**config.mk**
```make
export PLATFORM = sky130hd
export DESIGN_NAME = clock_set_ctrl
export DESIGN_NICKNAME = d
export VERILOG_FILES = /design/src/rtl/clock_set_ctrl.sv
export SDC_FILE = /design/constraint.sdc
export NUM_CORES = 1
export LEC_CHECK = 0
export BUFFER_PORTS_ARGS = -buffer_cell sky130_fd_sc_hd__buf_2
export CAP_MARGIN = 10
export CORE_MARGIN = 2
export CORE_UTILIZATION = 40
export DETAILED_ROUTE_END_ITERATION = 10
export GPL_TIMING_DRIVEN = 0
export PLACE_DENSITY = 0.65
export SKIP_LAST_GASP = 1
export SLEW_MARGIN = 0
export SYNTH_ARGS = -nofsm -noshare
export SYNTH_HDL_FRONTEND = slang
export SYNTH_SLANG_ARGS = --single-unit
```
**constraint.sdc**
```tcl
create_clock -name clk -period 6.5 [get_ports clk]
set_input_delay 0.325 -clock clk [delete_from_list [all_inputs] [get_ports clk]]
set_output_delay 0.325 -clock clk [all_outputs]
set_load 0.01 [all_outputs]
```
**src/rtl/clock_set_ctrl.sv**
```systemverilog
// Time-setting front end: debounces mode/up/down buttons and runs the edit FSM
// that produces set_* values plus a one-clock load strobe for the clock counter.
module clock_set_ctrl #(
    parameter int CNT1MS      = 100_000,
    parameter int DEBOUNCE_MS = 20,
    parameter int TIMEOUT_MS  = 10_000,
    parameter int BLINK_MS    = 250
) (
    input  logic        clk,
    input  logic        resetn,
    input  logic        btn_mode,
    input  logic        btn_up,
    input  logic        btn_down,
    input  logic [11:0] cur_year,
    input  logic [4:0]  cur_month,
    input  logic [7:0]  cur_day,
    input  logic [4:0]  cur_hour,
    input  logic [5:0]  cur_min,
    input  logic [5:0]  cur_sec,
    output logic [11:0] set_year,
    output logic [4:0]  set_month,
    output logic [7:0]  set_day,
    output logic [4:0]  set_hour,
    output logic [5:0]  set_min,
    output logic [5:0]  set_sec,
    output logic        load,
    output logic        editing,
    output logic [2:0]  field,
    output logic        blink
);
    localparam int TW = $clog2(CNT1MS + 1);
    localparam int DW = $clog2(DEBOUNCE_MS + 1);
    localparam int OW = $clog2(TIMEOUT_MS + 1);
    localparam int BW = $clog2(BLINK_MS + 1);

    typedef enum logic [1:0] {ST_IDLE, ST_EDIT, ST_LOAD} state_t;

    function automatic logic [7:0] days_in_month(input logic [4:0] m);
        case (m)
            5'd4, 5'd6, 5'd9, 5'd11: days_in_month = 8'd30;
            5'd2:                    days_in_month = 8'd28;
            default:                 days_in_month = 8'd31;
        endcase
    endfunction

    // 1 ms tick
    logic [TW-1:0] tick_cnt_q, tick_cnt_d;
    logic          tick1ms;

    assign tick1ms = (tick_cnt_q == TW'(CNT1MS - 1));

    always_comb begin
        tick_cnt_d = tick1ms ? '0 : tick_cnt_q + 1'b1;
    end

    // Button conditioning; bit order is {down, up, mode}
    logic [2:0]    sync1_q, sync2_q;
    logic [2:0]    stable_q, stable_d, stable_dly_q;
    logic [DW-1:0] db_cnt_q [3];
    logic [DW-1:0] db_cnt_d [3];
    logic [2:0]    press;

    always_comb begin
        for (int i = 0; i < 3; i++) begin
            stable_d[i] = stable_q[i];
            db_cnt_d[i] = db_cnt_q[i];
            if (sync2_q[i] == stable_q[i]) begin
                db_cnt_d[i] = '0;
            end else if (tick1ms) begin
                if (db_cnt_q[i] == DW'(DEBOUNCE_MS - 1)) begin
                    stable_d[i] = sync2_q[i];
                    db_cnt_d[i] = '0;
                end else begin
                    db_cnt_d[i] = db_cnt_q[i] + 1'b1;
                end
            end
        end
    end

    assign press = stable_q & ~stable_dly_q;

    logic ev_mode, ev_inc, ev_dec, ev_any;
    assign ev_mode = press[0];
    assign ev_inc  = press[1] & ~press[2] & ~press[0];
    assign ev_dec  = press[2] & ~press[1] & ~press[0];
    assign ev_any  = |press;

    // Edit FSM and output registers
    state_t        state_q, state_d;
    logic [11:0]   set_year_q, set_year_d;
    logic [4:0]    set_month_q, set_month_d;
    logic [7:0]    set_day_q, set_day_d;
    logic [4:0]    set_hour_q, set_hour_d;
    logic [5:0]    set_min_q, set_min_d;
    logic [5:0]    set_sec_q, set_sec_d;
    logic          load_q, load_d;
    logic          editing_q, editing_d;
    logic [2:0]    field_q, field_d;
    logic          blink_q, blink_d;
    logic [OW-1:0] to_cnt_q, to_cnt_d;
    logic [BW-1:0] bl_cnt_q, bl_cnt_d;
    logic [4:0]    month_new;
    logic [7:0]    dim_cur, dim_new, dim_snap;

    assign dim_cur  = days_in_month(set_month_q);
    assign dim_snap = days_in_month(cur_month);

    always_comb begin
        state_d     = state_q;
        set_year_d  = set_year_q;
        set_month_d = set_month_q;
        set_day_d   = set_day_q;
        set_hour_d  = set_hour_q;
        set_min_d   = set_min_q;
        set_sec_d   = set_sec_q;
        load_d      = 1'b0;
        editing_d   = editing_q;
        field_d     = field_q;
        blink_d     = blink_q;
        to_cnt_d    = to_cnt_q;
        bl_cnt_d    = bl_cnt_q;
        month_new   = set_month_q;
        dim_new     = dim_cur;

        case (state_q)
            ST_IDLE: begin
                editing_d = 1'b0;
                field_d   = 3'd0;
                blink_d   = 1'b0;
                if (ev_mode) begin
                    if (cur_year < 12'd2000)      set_year_d = 12'd2000;
                    else if (cur_year > 12'd2099) set_year_d = 12'd2099;
                    else                          set_year_d = cur_year;
                    set_month_d = cur_month;
                    set_day_d   = (cur_day > dim_snap) ? dim_snap : cur_day;
                    set_hour_d  = cur_hour;
                    set_min_d   = cur_min;
                    set_sec_d   = cur_sec;
                    editing_d   = 1'b1;
                    blink_d     = 1'b1;
                    to_cnt_d    = '0;
                    bl_cnt_d    = '0;
                    state_d     = ST_EDIT;
                end
            end

            ST_EDIT: begin
                editing_d = 1'b1;
                if (tick1ms) begin
                    if (bl_cnt_q == BW'(BLINK_MS - 1)) begin
                        bl_cnt_d = '0;
                        blink_d  = ~blink_q;
                    end else begin
                        bl_cnt_d = bl_cnt_q + 1'b1;
                    end
                end

                if (ev_any) begin
                    to_cnt_d = '0;
                end else if (tick1ms) begin
                    if (to_cnt_q == OW'(TIMEOUT_MS - 1)) begin
                        // Abort keeps the partial edit but never commits it
                        to_cnt_d  = '0;
                        editing_d = 1'b0;
                        field_d   = 3'd0;
                        blink_d   = 1'b0;
                        state_d   = ST_IDLE;
                    end else begin
                        to_cnt_d = to_cnt_q + 1'b1;
                    end
                end

                if (ev_mode) begin
                    if (field_q == 3'd5) begin
                        load_d  = 1'b1;
                        state_d = ST_LOAD;
                    end else begin
                        field_d = field_q + 3'd1;
                    end
                end else if (ev_inc || ev_dec) begin
                    case (field_q)
                        3'd0: begin
                            if (ev_inc) set_year_d = (set_year_q >= 12'd2099) ? 12'd2000 : set_year_q + 12'd1;
                            else        set_year_d = (set_year_q <= 12'd2000) ? 12'd2099 : set_year_q - 12'd1;
                        end
                        3'd1: begin
                            if (ev_inc) month_new = (set_month_q >= 5'd12) ? 5'd1 : set_month_q + 5'd1;
                            else        month_new = (set_month_q <= 5'd1) ? 5'd12 : set_month_q - 5'd1;
                            dim_new     = days_in_month(month_new);
                            set_month_d = month_new;
                            if (set_day_q > dim_new) set_day_d = dim_new;
                        end
                        3'd2: begin
                            if (ev_inc) set_day_d = (set_day_q >= dim_cur) ? 8'd1 : set_day_q + 8'd1;
                            else        set_day_d = (set_day_q <= 8'd1) ? dim_cur : set_day_q - 8'd1;
                        end
                        3'd3: begin
                            if (ev_inc) set_hour_d = (set_hour_q >= 5'd23) ? 5'd0 : set_hour_q + 5'd1;
                            else        set_hour_d = (set_hour_q == 5'd0) ? 5'd23 : set_hour_q - 5'd1;
                        end
                        3'd4: begin
                            if (ev_inc) set_min_d = (set_min_q >= 6'd59) ? 6'd0 : set_min_q + 6'd1;
                            else        set_min_d = (set_min_q == 6'd0) ? 6'd59 : set_min_q - 6'd1;
                        end
                        3'd5: begin
                            if (ev_inc) set_sec_d = (set_sec_q >= 6'd59) ? 6'd0 : set_sec_q + 6'd1;
                            else        set_sec_d = (set_sec_q == 6'd0) ? 6'd59 : set_sec_q - 6'd1;
                        end
                        default: ;
                    endcase
                end
            end

            // load is high for this single cycle while editing still holds the counter
            ST_LOAD: begin
                editing_d = 1'b0;
                field_d   = 3'd0;
                blink_d   = 1'b0;
                state_d   = ST_IDLE;
            end

            default: state_d = ST_IDLE;
        endcase
    end

    always_ff @(posedge clk or negedge resetn) begin
        if (!resetn) begin
            tick_cnt_q   <= '0;
            sync1_q      <= '0;
            sync2_q      <= '0;
            stable_q     <= '0;
            stable_dly_q <= '0;
            for (int i = 0; i < 3; i++) db_cnt_q[i] <= '0;
            state_q      <= ST_IDLE;
            set_year_q   <= 12'd2024;
            set_month_q  <= 5'd1;
            set_day_q    <= 8'd1;
            set_hour_q   <= '0;
            set_min_q    <= '0;
            set_sec_q    <= '0;
            load_q       <= 1'b0;
            editing_q    <= 1'b0;
            field_q      <= '0;
            blink_q      <= 1'b0;
            to_cnt_q     <= '0;
            bl_cnt_q     <= '0;
        end else begin
            tick_cnt_q   <= tick_cnt_d;
            sync1_q      <= {btn_down, btn_up, btn_mode};
            sync2_q      <= sync1_q;
            stable_q     <= stable_d;
            stable_dly_q <= stable_q;
            for (int i = 0; i < 3; i++) db_cnt_q[i] <= db_cnt_d[i];
            state_q      <= state_d;
            set_year_q   <= set_year_d;
            set_month_q  <= set_month_d;
            set_day_q    <= set_day_d;
            set_hour_q   <= set_hour_d;
            set_min_q    <= set_min_d;
            set_sec_q    <= set_sec_d;
            load_q       <= load_d;
            editing_q    <= editing_d;
            field_q      <= field_d;
            blink_q      <= blink_d;
            to_cnt_q     <= to_cnt_d;
            bl_cnt_q     <= bl_cnt_d;
        end
    end

    assign set_year  = set_year_q;
    assign set_month = set_month_q;
    assign set_day   = set_day_q;
    assign set_hour  = set_hour_q;
    assign set_min   = set_min_q;
    assign set_sec   = set_sec_q;
    assign load      = load_q;
    assign editing   = editing_q;
    assign field     = field_q;
    assign blink     = blink_q;
endmodule
```
# Word level (Yosys, flattened, before mapping)
# Index checks and enable logic that the tools add are counted.
[word_totals]
reg_bits = 116
output_inout_bits = 48
word_cells = 248
[op_classes]
add_sub_neg = 19
n_lt_le_gt_ge = 13
n_eq_ne = 43
mux = 109
bitwise = 13
n_reduce_logical = 28
[ops]
columns = ["operator", "n"]
rows = [
  ["two-way mux 5 bit", 27],
  ["two-way mux 8 bit", 15],
  ["two-way mux 12 bit", 9],
  ["two-way mux 6 bit", 14],
  ["two-way mux 14 bit", 4],
  ["case mux 8 bit (2 select lines)", 3],
  ["== test 5 x 3 -> 1 bit (second input constant)", 6],
  ["== test 5 x 4 -> 1 bit (second input constant)", 6],
  ["case mux 14 bit (2 select lines)", 1],
  ["adder 5 x 1 -> 5 bit (second input constant)", 5],
  ["AND reduction 5 bit", 5],
  ["case mux 12 bit (2 select lines)", 1],
  ["case mux 6 bit (2 select lines)", 2],
  ["case mux 5 bit (2 select lines)", 2],
  ["adder 17 x 1 -> 17 bit (second input constant)", 1],
  ["== test 17 bit (second input constant)", 1],
  ["two-way mux 17 bit", 1],
  ["adder 8 x 1 -> 8 bit (second input constant)", 2],
  ["> comparator 8 bit", 2],
  ["case mux 2 bit (2 select lines)", 4],
  ["== test 5 x 2 -> 1 bit (second input constant)", 3],
  ["== test 5 bit (second input constant)", 3],
  ["two-way mux 3 bit", 5],
  ["AND reduction 3 bit", 5],
  ["49 further kinds", 98],
]

# Logic depth before layout (Yosys ltp)
# Gate-level depths: netlist of the first run.
[logic_depth]
word_depth = 23
mapped_depth = 17
mapped_depth_nobuf = 16

# Worst setup path before layout of the first run
# Ideal clock, no wire load.
[synth_path]
path_type = "register -> register"
start = "register stable_q[0]"
end = "register set_day_q[4] (netlist: set_day[4])"
arrival_ns = 3.751
path_slack_ns = 2.666
stages_incl_launch_ff = 17
n_path_buf = 3
cell_sequence = "dfrtp_1 > nor2b_1 > buf_6 > or3_1 > buf_2 > or4b_1 > a311oi_1 > nand2_1 > and3_1 > ha_1 > nand2b_1 > a221o_1 > a311o_1 > a21oi_1 > buf_2 > o311ai_0 > o21ai_0"
[synth_via]
elab_chain_cells = 18
elab_cells_between_ends = 32
[synth_lines]
columns = ["element", "line", "source"]
rows = [
  ["start, declared", "58", "logic [2:0] stable_q, stable_d, stable_dly_q;"],
  ["start signal, assigned", "251", "stable_q <= stable_d;"],
  ["bitwise AND 3 bit *", "80", "assign press = stable_q & ~stable_dly_q;"],
  ["NOT 1 bit", "84, 85", ""],
  ["bitwise AND 1 bit", "84", "assign ev_inc = press[1] & ~press[2] & ~press[0];"],
  ["two-way mux 5 bit", "187", "if (ev_inc) month_new = (set_month_q >= 5'd12) ? 5'd1 : set_month_q + 5'd1;"],
  ["two-way mux 5 bit", "181", "case (field_q)"],
  ["two-way mux 5 bit", "180", "end else if (ev_inc || ev_dec) begin"],
  ["two-way mux 5 bit", "173", "if (ev_mode) begin"],
  ["two-way mux 5 bit", "125", "case (state_q)"],
  ["[2 not listed]", "n/a", ""],
  ["case mux 2 bit (2 select lines)", "39", "case (m)"],
  ["two-way mux 8 bit", "181", ""],
  ["two-way mux 8 bit", "180", ""],
  ["two-way mux 8 bit", "173", ""],
  ["two-way mux 8 bit", "125", ""],
  ["> comparator 8 bit", "191", "if (set_day_q > dim_new) set_day_d = dim_new;"],
  ["!= test 3 bit (no line)", "n/a", ""],
  ["AND reduction 6 bit (no line)", "n/a", ""],
  ["end signal, assigned", "257", "set_day_q <= set_day_d;"],
  ["end, declared", "92", "logic [7:0] set_day_q, set_day_d;"],
]
# Mark *: on every way between the ends. The rest lies on a longest branch, timed or not. The select of a mux whose other input is x is not followed.
# A chain may end at the register's enable or synchronous reset.

# Final worst setup path of the first run
# Same ends and word-level chain as after synthesis.

==> results of run 1 <==
timing repair:
item | in CTS | in global routing
hold endpoints to repair | 32 | 0
hold buffers | 4 | 0
setup buffers | 0 | 0
Yosys cell counts (11+ instances only):
master,number
sky130_fd_sc_hd__o211ai_1,16
sky130_fd_sc_hd__dfrtp_1,107
sky130_fd_sc_hd__clkbuf_1,42
sky130_fd_sc_hd__a21oi_1,76
sky130_fd_sc_hd__nor3_1,32
sky130_fd_sc_hd__inv_1,34
sky130_fd_sc_hd__o21ai_0,89
sky130_fd_sc_hd__ha_1,41
sky130_fd_sc_hd__nand4_1,16
sky130_fd_sc_hd__a31oi_1,13
sky130_fd_sc_hd__nor2_1,92
sky130_fd_sc_hd__or3_1,13
sky130_fd_sc_hd__o31ai_1,15
sky130_fd_sc_hd__nor3b_1,11
sky130_fd_sc_hd__nand2b_1,13
sky130_fd_sc_hd__and3_1,14
sky130_fd_sc_hd__xor2_1,18
sky130_fd_sc_hd__nand3_1,45
sky130_fd_sc_hd__xnor2_1,22
sky130_fd_sc_hd__nand2_1,100
sky130_fd_sc_hd__nor2b_1,14
per-layer routing:
layer	global-route usage (%)	share of wire [%]	vias to the layer above
met5	0	0	-
met4	6.782	1.9	0
met3	3.836	6.0	34
met2	33.21	46	242
met1	29.83	47	3696
li1	-	-	3772
stage by stage:
| stage | cell area (µm²) | utilization (%) | worst slack (ps) |
|---|---|---|---|
| 2_1_floorplan | 7943 | - | 2666 |
| 3_3_place_gp | 8745 | 44.93 | 1944 |
| 3_5_place_dp | 8778 | 45.10 | 1891 |
| 4_1_cts | 9400 | 48.30 | 1848 |
| 5_1_grt | 9400 | 48.30 | 1550 |
| 6_report | 9400 | 48.30 | 1814 |
path summary, 6_finish.rpt:
| kind | slack, ps | end | cells after the start | startpoint |
|---|---|---|---|---|
| max | 1810 | set_day[4]$_DFFE_PN0P_ | 16 | stable_q[0]$_DFFE_PN0P_ |
| min in group asynchronous | 390 | set_year[0]$_DFFE_PN0P_ | 2 | resetn |
| max reg2reg | 1810 | set_day[4]$_DFFE_PN0P_ | 16 | stable_q[0]$_DFFE_PN0P_ |
| max in group asynchronous | 5380 | bl_cnt_q[6]$_DFFE_PN0P_ | 3 | resetn |
| min reg2reg | 350 | sync2_q[0]$_DFF_PN0_ | 0 | sync1_q[0]$_DFF_PN0_ |
| min | 140 | set_min[3]$_DFFE_PN0P_ | 3 | cur_min[3] |
placed cells by master (no fill, tap or decap), types with 16 or more instances in the layout:
master	n
sky130_fd_sc_hd__a21oi_1	76
sky130_fd_sc_hd__buf_2	98
sky130_fd_sc_hd__clkbuf_1	43
sky130_fd_sc_hd__clkbuf_16	17
sky130_fd_sc_hd__dfrtp_1	107
sky130_fd_sc_hd__ha_1	41
sky130_fd_sc_hd__inv_1	34
sky130_fd_sc_hd__nand2_1	100
sky130_fd_sc_hd__nand3_1	45
sky130_fd_sc_hd__nand4_1	16
sky130_fd_sc_hd__nor2_1	92
sky130_fd_sc_hd__nor3_1	32
sky130_fd_sc_hd__o211ai_1	16
sky130_fd_sc_hd__o21ai_0	89
sky130_fd_sc_hd__xnor2_1	22
sky130_fd_sc_hd__xor2_1	18
state kept, by name, summed over array words and instances (netlist names):
register      count
set_day           8
stable_dly_q      3
field             3
to_cnt_q         14
sync1_q           3
sync2_q           3
blink             1
load              1
set_month         5
bl_cnt_q          8
set_hour          5
set_sec           6
tick_cnt_q       17
editing           1
set_min           6
state_q           2
set_year         12
db_cnt_q         15
stable_q          3
layout make-up:
type | count | area, µm² | area share (%)
plain buffers | 50 | 201.4 | 2.143
clock buffers | 19 | 442.9 | 4.712
clock inverters | 13 | 138.9 | 1.477
inverters | 35 | 131.4 | 1.398
multi-input cells | 770 | 4696 | 49.95
flip-flops and latches | 116 | 2914 | 31.00
well taps | 265 | 331.6 | 3.527
repair buffers | 99 | 544.3 | 5.790
logic make-up after synthesis:
group	count (synthesis)
adders and majority gates	41
muxes	7
buffers and inverters	85
DFF	116
AOI/OAI and AO/OA	290
and+or+nand+nor	392
xor gates and xnor gates	40
worst max-delay path: cells and delay by family (launching register included):
kind                     cells  cell delay [ps]
flip-flops                   1              460
AND/OR/NAND/NOR              6             1380
adder cells (fa/ha/maj)      1              180
AO/OA/AOI/OAI                6             1560
buffers and inverters        3             1030
report_power, final:
part	total (µW)	internal [µW]	leakage (µW)	switching, µW
clock network	928	549	0.000284	379
registers	726	725	0.00142	1.01
logic	53.9	21.0	0.00231	32.9
total	1710	1290	0.00402	413
==> impl_metrics.json, run 1 <==
{
  "grt.total_usage_pct": 21.22,
  "clk_pin_slew_ps": 70,
  "fmax_mhz": 213.4,
  "grt_overflow": 0,
  "fin_cells": 1367,
  "finalWeightedCongestion": 0.9188,
  "slowest_stage": "sky130_fd_sc_hd__nor3_2",
  "tritoncts_clock_tree": "done",
  "synthSimpleGateAreaFrac_pct": 24.43,
  "synth-main-ff-cell": "sky130_fd_sc_hd__dfrtp_1",
  "worstPathRequired_ps": 6850,
  "rsz0062_at_grt": "no",
  "portion_of_the_post_synthesis_area_used_by_sequential_elements_pct": 36.69,
  "max-clock-path-buffers": 2,
  "number_of_cts_inserted_buffers": 17,
  "cts_htree_levels": 4,
  "place.detailed.instances": 1331,
  "residual_drc_count": 0,
  "worstPathCellList": "nor2b_1 -> buf_6 -> nor3_2 -> clkbuf_1 -> nand3_1 -> nand2_1 -> o211ai_1 -> and3_1 -> ha_1 -> nand2b_1 -> a221o_1 -> a311o_1 -> a21oi_1 -> buf_2 -> o311ai_0 -> o21ai_0",
  "cp-start-kind": "flop",
  "initial_utilization_pct": 40.81,
  "syn-num-nets": 1059,
  "floorplan.core_area_um2": 19460,
  "cap_viol_max_count": 0,
  "peakVddDrop_mv": 0.1827,
  "worstPathMaxFanout": 10,
  "run_status": "finished clean",
  "timing.final.crit_share_pct": 72.09,
  "cts.sinks": 116,
  "synth_cells": 971,
  "dr.pass1.iters": 5,
  "slew_violations": 0,
  "placement_rows": 51,
  "first_pass_grt_wire_length_mm": 36.51,
  "fillerInstances": 1895,
  "clock_tree.root_cell": "sky130_fd_sc_hd__clkbuf_16",
  "slowest_delay_ps": 640,
  "viasPerCell": 5.665,
  "syn_area_um2": 7943,
  "setup_tns_ps": 0,
  "synth_compound_gate_area_share_pct": 22.89,
  "post-layout-total-power_uw": 1707,
  "setup_violations": 0,
  "chipWidth_um": 144.9,
  "synth_top_family_by_area": "simple AND/OR/NAND/NOR gates",
  "io_pins": 95,
  "whs_ps": 138.3,
  "cts_resized": 0,
  "maximum_number_of_pins_on_one_net_before_global_route_repair": 80,
  "final_hold_viol_count": 0,
  "number_of_synthesized_register_bits": 116,
  "antenna_cells": 0,
  "synthArstFlopShare_pct": 100.0,
  "synth-edff-count": 0,
  "route.detailed.wl_per_inst_um": 16.15,
  "finalCriticalPeriod_ps": 4686,
  "synth.mux.area_fraction_pct": 0.9294,
  "syn2layout_area_growth_pct": 18.35,
  "hold_class": "input port to flop",
  "place.detailed.hpwl_mm": 15.98,
  "netlist.top_cell.by_area": "sky130_fd_sc_hd__dfrtp_1",
  "netlist-cell-type-count": 74,
  "average_cell_area_after_synthesis_um2": 8.180,
  "detail-route-antenna-nets": 0,
  "yosysWarnings": 0,
  "die_y_um": 144.9,
  "grt_antenna_before_repair": 0,
  "timing.critical_path.arrival_ps": 5040,
  "synthAdderAreaFrac_pct": 6.459,
  "port_buffers": 94,
  "drt-initial-drc-count": 676,
  "worst_pin_slew_ps": 935.8,
  "worst_setup_ep_type": "flop",
  "worstSkewPairLatency_ps": 430,
  "post_synth_xor_area_fraction_pct": 4.411,
  "totalWireLength_mm": 22.08,
  "skew_ps": 11.59,
  "number_of_nets_in_the_layout": 1177,
  "relSlewSlack_pct": 37.62,
  "netlist_top_cells_area": "sky130_fd_sc_hd__dfrtp_1 (34%), sky130_fd_sc_hd__ha_1 (6.5%), sky130_fd_sc_hd__o21ai_0 (5.6%)",
  "worst-setup-path-type": "flop to flop",
  "share_of_post_route_cells_with_drive_strength_above_1_pct": 13.97,
  "first_global_vias": 7198,
  "power.density_cell_area_nw_per_um2": 181.6,
  "fp.dieArea_um2": 21000,
  "power.static_leakage_uw": 0.004018,
  "route.vias.total": 7744,
  "post-synth-top-area-fraction_pct": 33.71
}
Note: power is estimated with default switching activity, not from simulation.
==> inputs of run 2 (changes only) <==
==> constraint.sdc (replaced) <==
create_clock -name clk -period 4.5 [get_ports clk]
set_input_delay 0.225 -clock clk [delete_from_list [all_inputs] [get_ports clk]]
set_output_delay 0.225 -clock clk [all_outputs]
set_load 0.01 [all_outputs]
==> run 2 against run 1 <==
Net effect:
- worst setup slack worse by 1500 ps
- design area up 0.27%
- first-iteration DRC count down 4.9%
- critical endpoint unchanged
- critical path type unchanged
- total power up 44%
- sequential cell count unchanged
- worst hold slack worse by 98 ps
- sequential power up 45%
- largest cell class unchanged
==> impl_metrics.json, run 2 (synthesis gave the netlist of run 1 again) <==
{
  "syn2layout_area_growth_pct": 18.67,
  "post-route-cell-area_um2": 9425,
  "crit_path_frequent_cell": "sky130_fd_sc_hd__buf_2",
  "regToRegSetupSlack_ps": 290,
  "port_buffers": 94,
  "wl_met2_mm": 10.12,
  "die_y_um": 144.9,
  "worstPathMaxFanout": 10,
  "clk_pin_slew_ps": 60,
  "reg.largest.list": "tick_cnt_q: 17 flops, db_cnt_q: 15 flops, to_cnt_q: 14 flops",
  "detail_route.wirelength.met1_mm": 10.41,
  "dr.max_layer_used": "met4",
  "cts_htree_levels": 4,
  "first_global_vias": 7196,
  "chipWidth_um": 144.9,
  "timing.final.crit_share_pct": 93.49,
  "antenna_cells": 0,
  "detail-route-antenna-nets": 0,
  "worstPathCellList": "nor2b_1 -> buf_6 -> or3_1 -> buf_2 -> or4b_1 -> a311oi_1 -> nand2_1 -> and3_1 -> ha_1 -> nand2b_1 -> a221o_1 -> a311o_1 -> a21oi_4 -> buf_2 -> o311ai_0 -> o21ai_0",
  "slowest_stage": "sky130_fd_sc_hd__or4b_1",
  "fmax_mhz": 237.7,
  "fin_util_pct": 48.43,
  "timing.critical_path.arrival_ps": 4560,
  "detailroute.wirelength.met3_mm": 1.218,
  "multiInputGateArea_um2": 4721,
  "cts.sinks": 116,
  "run_status": "finished clean",
  "route.detailed.wl_per_inst_um": 16.21,
  "finalCriticalPeriod_ps": 4207,
  "critical_path.reg2reg.startpoint": "stable_q[0]$_DFFE_PN0P_",
  "power.density_cell_area_nw_per_um2": 261.7,
  "worstPathRequired_ps": 4850,
  "grt.total_usage_pct": 21.22,
  "fillerInstances": 1891,
  "share_of_post_route_cells_with_drive_strength_above_1_pct": 14.16,
  "final_hold_viol_count": 0,
  "clock_tree.root_cell": "sky130_fd_sc_hd__clkbuf_16",
  "residual_drc_count": 0,
  "slowest_delay_ps": 480,
  "dr.pass1.iters": 5,
  "tritoncts_clock_tree": "done",
  "worst-setup-path-type": "flop to flop",
  "post_cts_setup_driven_buffer_insertion_count": 0,
  "worstHoldPathCells": 3,
  "first_pass_grt_wire_length_mm": 36.51,
  "timing.critical_path.from": "stable_q[0]$_DFFE_PN0P_",
  "viasPerCell": 5.645,
  "worst_pin_slew_ps": 899.0,
  "largest_register_ff_count": 17,
  "totalWireLength_mm": 22.15,
  "maximum_number_of_pins_on_one_net_before_global_route_repair": 80,
  "finalWeightedCongestion": 0.9188,
  "setup_violations": 0,
  "place_area_um2": 8778,
  "slew_violations": 0,
  "grt_antenna_before_repair": 0,
  "worst_setup_ep_type": "flop",
  "hold-path-endpoint": "set_min[3]$_DFFE_PN0P_",
  "hold_class": "input port to flop",
  "layout.cells.most_common": "sky130_fd_sc_hd__dfrtp_1",
  "sequential_cell_area_um2": 2914,
  "power.static_leakage_uw": 0.004022,
  "number_of_nets_in_the_layout": 1177,
  "worst_r2r_endpoint": "set_day[4]$_DFFE_PN0P_",
  "cap_viol_max_count": 0,
  "ff2ff_path_depth": 16,
  "initial_utilization_pct": 40.81,
  "fp.dieArea_um2": 21000,
  "relSlewSlack_pct": 40.06,
  "io_pins": 95,
  "hp-start": "cur_min[3]",
  "rsz0062_at_grt": "no",
  "number_of_cts_inserted_buffers": 17,
  "max-clock-path-buffers": 2,
  "skew_ps": 11.27,
  "placement_rows": 51,
  "drt-initial-drc-count": 643,
  "registers.top_by_ff_count": "tick_cnt_q",
  "cp-start-kind": "flop",
  "peakVddDrop_mv": 0.2632,
  "floorplan.core_area_um2": 19460,
  "final_cell_mix": "sky130_fd_sc_hd__dfrtp_1 (107), sky130_fd_sc_hd__nand2_1 (100), sky130_fd_sc_hd__buf_2 (98)",
  "worstSkewPairLatency_ps": 430,
  "route.vias.total": 7717,
  "grt_overflow": 0,
  "place.detailed.hpwl_mm": 15.98
}
==> run 2: power breakdown <==
group	total, µW	internal [µW]	leakage (µW)	switching (µW)
clock network	1340	793	0.000284	547
logic	78.1	30.4	0.00231	47.7
registers	1050	1050	0.00142	1.46
total	2470	1870	0.00402	596
==> run 2: what timing repair did <==
item | 4_1_cts | 5_1_grt
hold buffers | 4 | 0
resized for setup | 2 | 2
setup endpoints to repair | 7 | 5
endpoints found under the hold margin | 32 | 0
==> run 2: worst max path at each step <==
stage / end / slack [ps] / cells past startpoint
2_1_floorplan: set_day[4]$_DFFE_PN0P_ / 670 / 16
3_3_place_gp: set_day[4]$_DFFE_PN0P_ / -60 / 16
3_5_place_dp: set_day[4]$_DFFE_PN0P_ / -110 / 16
4_1_cts: set_day[4]$_DFFE_PN0P_ / 180 / 16
5_1_grt: set_day[3]$_DFFE_PN0P_ / 30 / 16
6_report: set_day[4]$_DFFE_PN0P_ / 290 / 16
==> run 2: worst max-delay path: cells and delay by family, from the launching register on <==
kind            cells  cell delay [ps]
compound gates      6             1490
fa+ha+maj           1              180
buf+inv             3              580
flops               1              460
simple gates        6             1430
==> run 2: layout make-up <==
type                    instances  share of cell area (%)
clock buffers                  19                   4.699
well taps                     265                   3.518
multi-input cells             770                   50.09
plain buffers                  50                   2.137
repair buffers                 99                   5.775
inverters                      35                   1.394
clock inverters                13                   1.474
flip-flops and latches        116                   30.92
==> run 2: per-stage QoR <==
step	TNS (ps)	setup WS [ps]	total power (µW)	hold slack, ps	cells
2_1_floorplan	0	666.5	1087	-70.59	971
3_3_place_gp	-163.5	-55.79	1139	334.4	1330
3_5_place_dp	-366.2	-108.6	1143	171.5	1331
4_1_cts	0	183.6	2492	33.15	1367
5_1_grt	0	27.44	2549	51.06	1367
6_report	0	293.2	2466	40.00	1367
==> run 2: metal layers <==
layer / vias to the layer above / GRT usage, %
met5: - / 0
met4: 0 / 6.782
met3: 34 / 3.836
met2: 221 / 33.19
met1: 3685 / 29.84
li1: 3777 / -
==> inputs of run 3 (changes only) <==
--- a/config.mk
+++ b/config.mk
@@ -5,7 +5,7 @@
 export SDC_FILE = /design/constraint.sdc
 export NUM_CORES = 1
 export LEC_CHECK = 0
-export BUFFER_PORTS_ARGS = -buffer_cell sky130_fd_sc_hd__buf_2
+export BUFFER_PORTS_ARGS = -buffer_cell sky130_fd_sc_hd__buf_4
 export CAP_MARGIN = 10
 export CORE_MARGIN = 2
 export CORE_UTILIZATION = 40
==> run 3 against run 2 <==
Net effect:
- maximum frequency increased by 1.0%
- final cell count unchanged
- critical path depth unchanged
- sequential power about the same
- first-iteration DRC count increased by 2.2%
- non-clock buffer count unchanged
- utilization increased by 1.3 points
- wire length increased by 0.82%
- largest cell class unchanged
- highest routed layer unchanged
==> impl_metrics.json, run 3 (synthesis gave the netlist of run 1 again) <==
{
  "timing.critical_path.arrival_ps": 4500,
  "worst_setup_ep_type": "flop",
  "setup_ws_ps": 334.9,
  "totalWireLength_mm": 22.33,
  "timing.final.crit_share_pct": 92.56,
  "post_cts_setup_driven_buffer_insertion_count": 0,
  "fillerInstances": 1913,
  "port_buffers": 94,
  "syn2layout_area_growth_pct": 21.82,
  "worstPathMaxFanout": 10,
  "finalWeightedCongestion": 0.9054,
  "number_of_cts_inserted_buffers": 17,
  "floorplan.core_area_um2": 19460,
  "fin_cells": 1367,
  "cp-start-kind": "flop",
  "number_of_nets_in_the_layout": 1177,
  "registers.top_by_ff_count": "tick_cnt_q",
  "viasPerCell": 5.667,
  "antenna_cells": 0,
  "skew_ps": 9.736,
  "drt-initial-drc-count": 657,
  "first_pass_grt_wire_length_mm": 36.95,
  "clock_tree.root_cell": "sky130_fd_sc_hd__clkbuf_16",
  "final_hold_viol_count": 0,
  "die_y_um": 144.9,
  "dr.pass1.iters": 6,
  "reg.largest.list": "tick_cnt_q: 17 flops, db_cnt_q: 15 flops, to_cnt_q: 14 flops",
  "first_global_vias": 7161,
  "tritoncts_clock_tree": "done",
  "crit_path_end": "set_day[3]$_DFFE_PN0P_",
  "peakVddDrop_mv": 0.2900,
  "power.density_cell_area_nw_per_um2": 260.3,
  "place.detailed.instances": 1331,
  "route.detailed.wl_per_inst_um": 16.34,
  "worstSkewPairLatency_ps": 430,
  "worstPathRequired_ps": 4840,
  "max-clock-path-buffers": 2,
  "cts_htree_levels": 4,
  "grt_antenna_before_repair": 0,
  "chipWidth_um": 144.9,
  "fmax_mhz": 240.1,
  "largest_register_ff_count": 17,
  "grt_overflow": 0,
  "route.vias.total": 7747,
  "place_area_um2": 9011,
  "io_pins": 95,
  "worst-setup-path-type": "flop to flop",
  "regToRegSetupSlack_ps": 330,
  "worst_pin_slew_ps": 866.9,
  "detail-route-antenna-nets": 0,
  "residual_drc_count": 0,
  "post-route-cell-area_um2": 9676,
  "run_status": "finished clean",
  "ff2ff_path_depth": 16,
  "relSlewSlack_pct": 42.21,
  "slew_violations": 0,
  "multiInputGateArea_um2": 4721,
  "finalCriticalPeriod_ps": 4165,
  "sequential_cell_area_um2": 2914,
  "cts.sinks": 116,
  "place.detailed.hpwl_mm": 16.18,
  "setup_violations": 0,
  "maximum_number_of_pins_on_one_net_before_global_route_repair": 85,
  "cap_viol_max_count": 0,
  "worst_r2r_endpoint": "set_day[3]$_DFFE_PN0P_",
  "worstHoldPathCells": 3,
  "rsz0062_at_grt": "no",
  "timing.critical_path.from": "stable_q[0]$_DFFE_PN0P_",
  "power.static_leakage_uw": 0.004112,
  "hold_class": "input port to flop",
  "share_of_post_route_cells_with_drive_strength_above_1_pct": 14.25,
  "clk_pin_slew_ps": 60,
  "placement_rows": 51,
  "final_cell_mix": "sky130_fd_sc_hd__dfrtp_1 (107), sky130_fd_sc_hd__nand2_1 (100), sky130_fd_sc_hd__buf_4 (93)",
  "fp.dieArea_um2": 21000,
  "critical_path.reg2reg.startpoint": "stable_q[0]$_DFFE_PN0P_",
  "post-place-ws_ps": -72.74,
  "layout.cells.most_common": "sky130_fd_sc_hd__dfrtp_1",
  "initial_utilization_pct": 40.81,
  "grt.total_usage_pct": 21.37
}
[run 3: cell type report]
class	instances	area share, %
Inverter	35	1.358
Multi-Input combinational cell	770	48.79
Clock buffer	18	4.436
Clock inverter	14	1.720
Sequential cell	116	30.12
Tap cell	265	3.427
Buffer	50	2.121
Timing Repair Buffer	99	8.031
[run 3: stage by stage]
stage,hold slack (ps),utilization [%],total power (µW),setup TNS [ps]
2_1_floorplan,-70.59,-,1087,0
3_3_place_gp,333.8,46.14,1150,-95.56
3_5_place_dp,153.4,46.30,1154,-131.9
4_1_cts,27.15,49.60,2544,0
5_1_grt,46.30,49.71,2602,0
6_report,37.44,49.71,2519,0
[run 3: worst min-delay path by stage]
stage | start | end | slack [ps]
6_report | cur_min[3] | set_min[3]$_DFFE_PN0P_ | 40
5_1_grt | cur_min[3] | set_min[3]$_DFFE_PN0P_ | 50
4_1_cts | cur_min[3] | set_min[3]$_DFFE_PN0P_ | 30
3_5_place_dp | resetn | set_day[6]$_DFFE_PN0P_ | 150
3_3_place_gp | sync1_q[0]$_DFF_PN0_ | sync2_q[0]$_DFF_PN0_ | 330
2_1_floorplan | resetn | bl_cnt_q[0]$_DFFE_PN0P_ | -70
[run 3: routing by layer]
layer / part of all wire [%] / GRT usage (%)
met1: 47 / 29.87
met3: 6.4 / 3.648
met2: 45 / 33.43
met5: 0 / 0
met4: 1.9 / 7.574
[run 3: worst max-delay path, stage by stage, from the launching register on]
cell	delay (ps)
sky130_fd_sc_hd__dfrtp_1	450
sky130_fd_sc_hd__nor2b_1	170
sky130_fd_sc_hd__buf_6	130
sky130_fd_sc_hd__or3_1	330
sky130_fd_sc_hd__buf_2	180
sky130_fd_sc_hd__or4b_1	470
sky130_fd_sc_hd__a311oi_1	310
sky130_fd_sc_hd__nand2_1	110
sky130_fd_sc_hd__and3_1	190
sky130_fd_sc_hd__ha_1	160
sky130_fd_sc_hd__nand2b_1	140
sky130_fd_sc_hd__a221o_1	290
sky130_fd_sc_hd__a311o_1	350
sky130_fd_sc_hd__a21oi_4	280
sky130_fd_sc_hd__clkbuf_4	270
sky130_fd_sc_hd__o311ai_0	130
sky130_fd_sc_hd__o21ai_0	120
[run 3: repair_timing]
action                                 4_1_cts  5_1_grt
setup endpoints to repair                    5        8
gates resized for setup                      1        6
hold buffers                                 4        0
endpoints found under the hold margin       34        0
[run 3: report_power, final]
| group | total [µW] | switching [µW] | internal [µW] |
|---|---|---|---|
| logic | 88.4 | 47.0 | 41.4 |
| clock network | 1380 | 550 | 832 |
| registers | 1050 | 1.41 | 1050 |
| total | 2520 | 598 | 1920 |
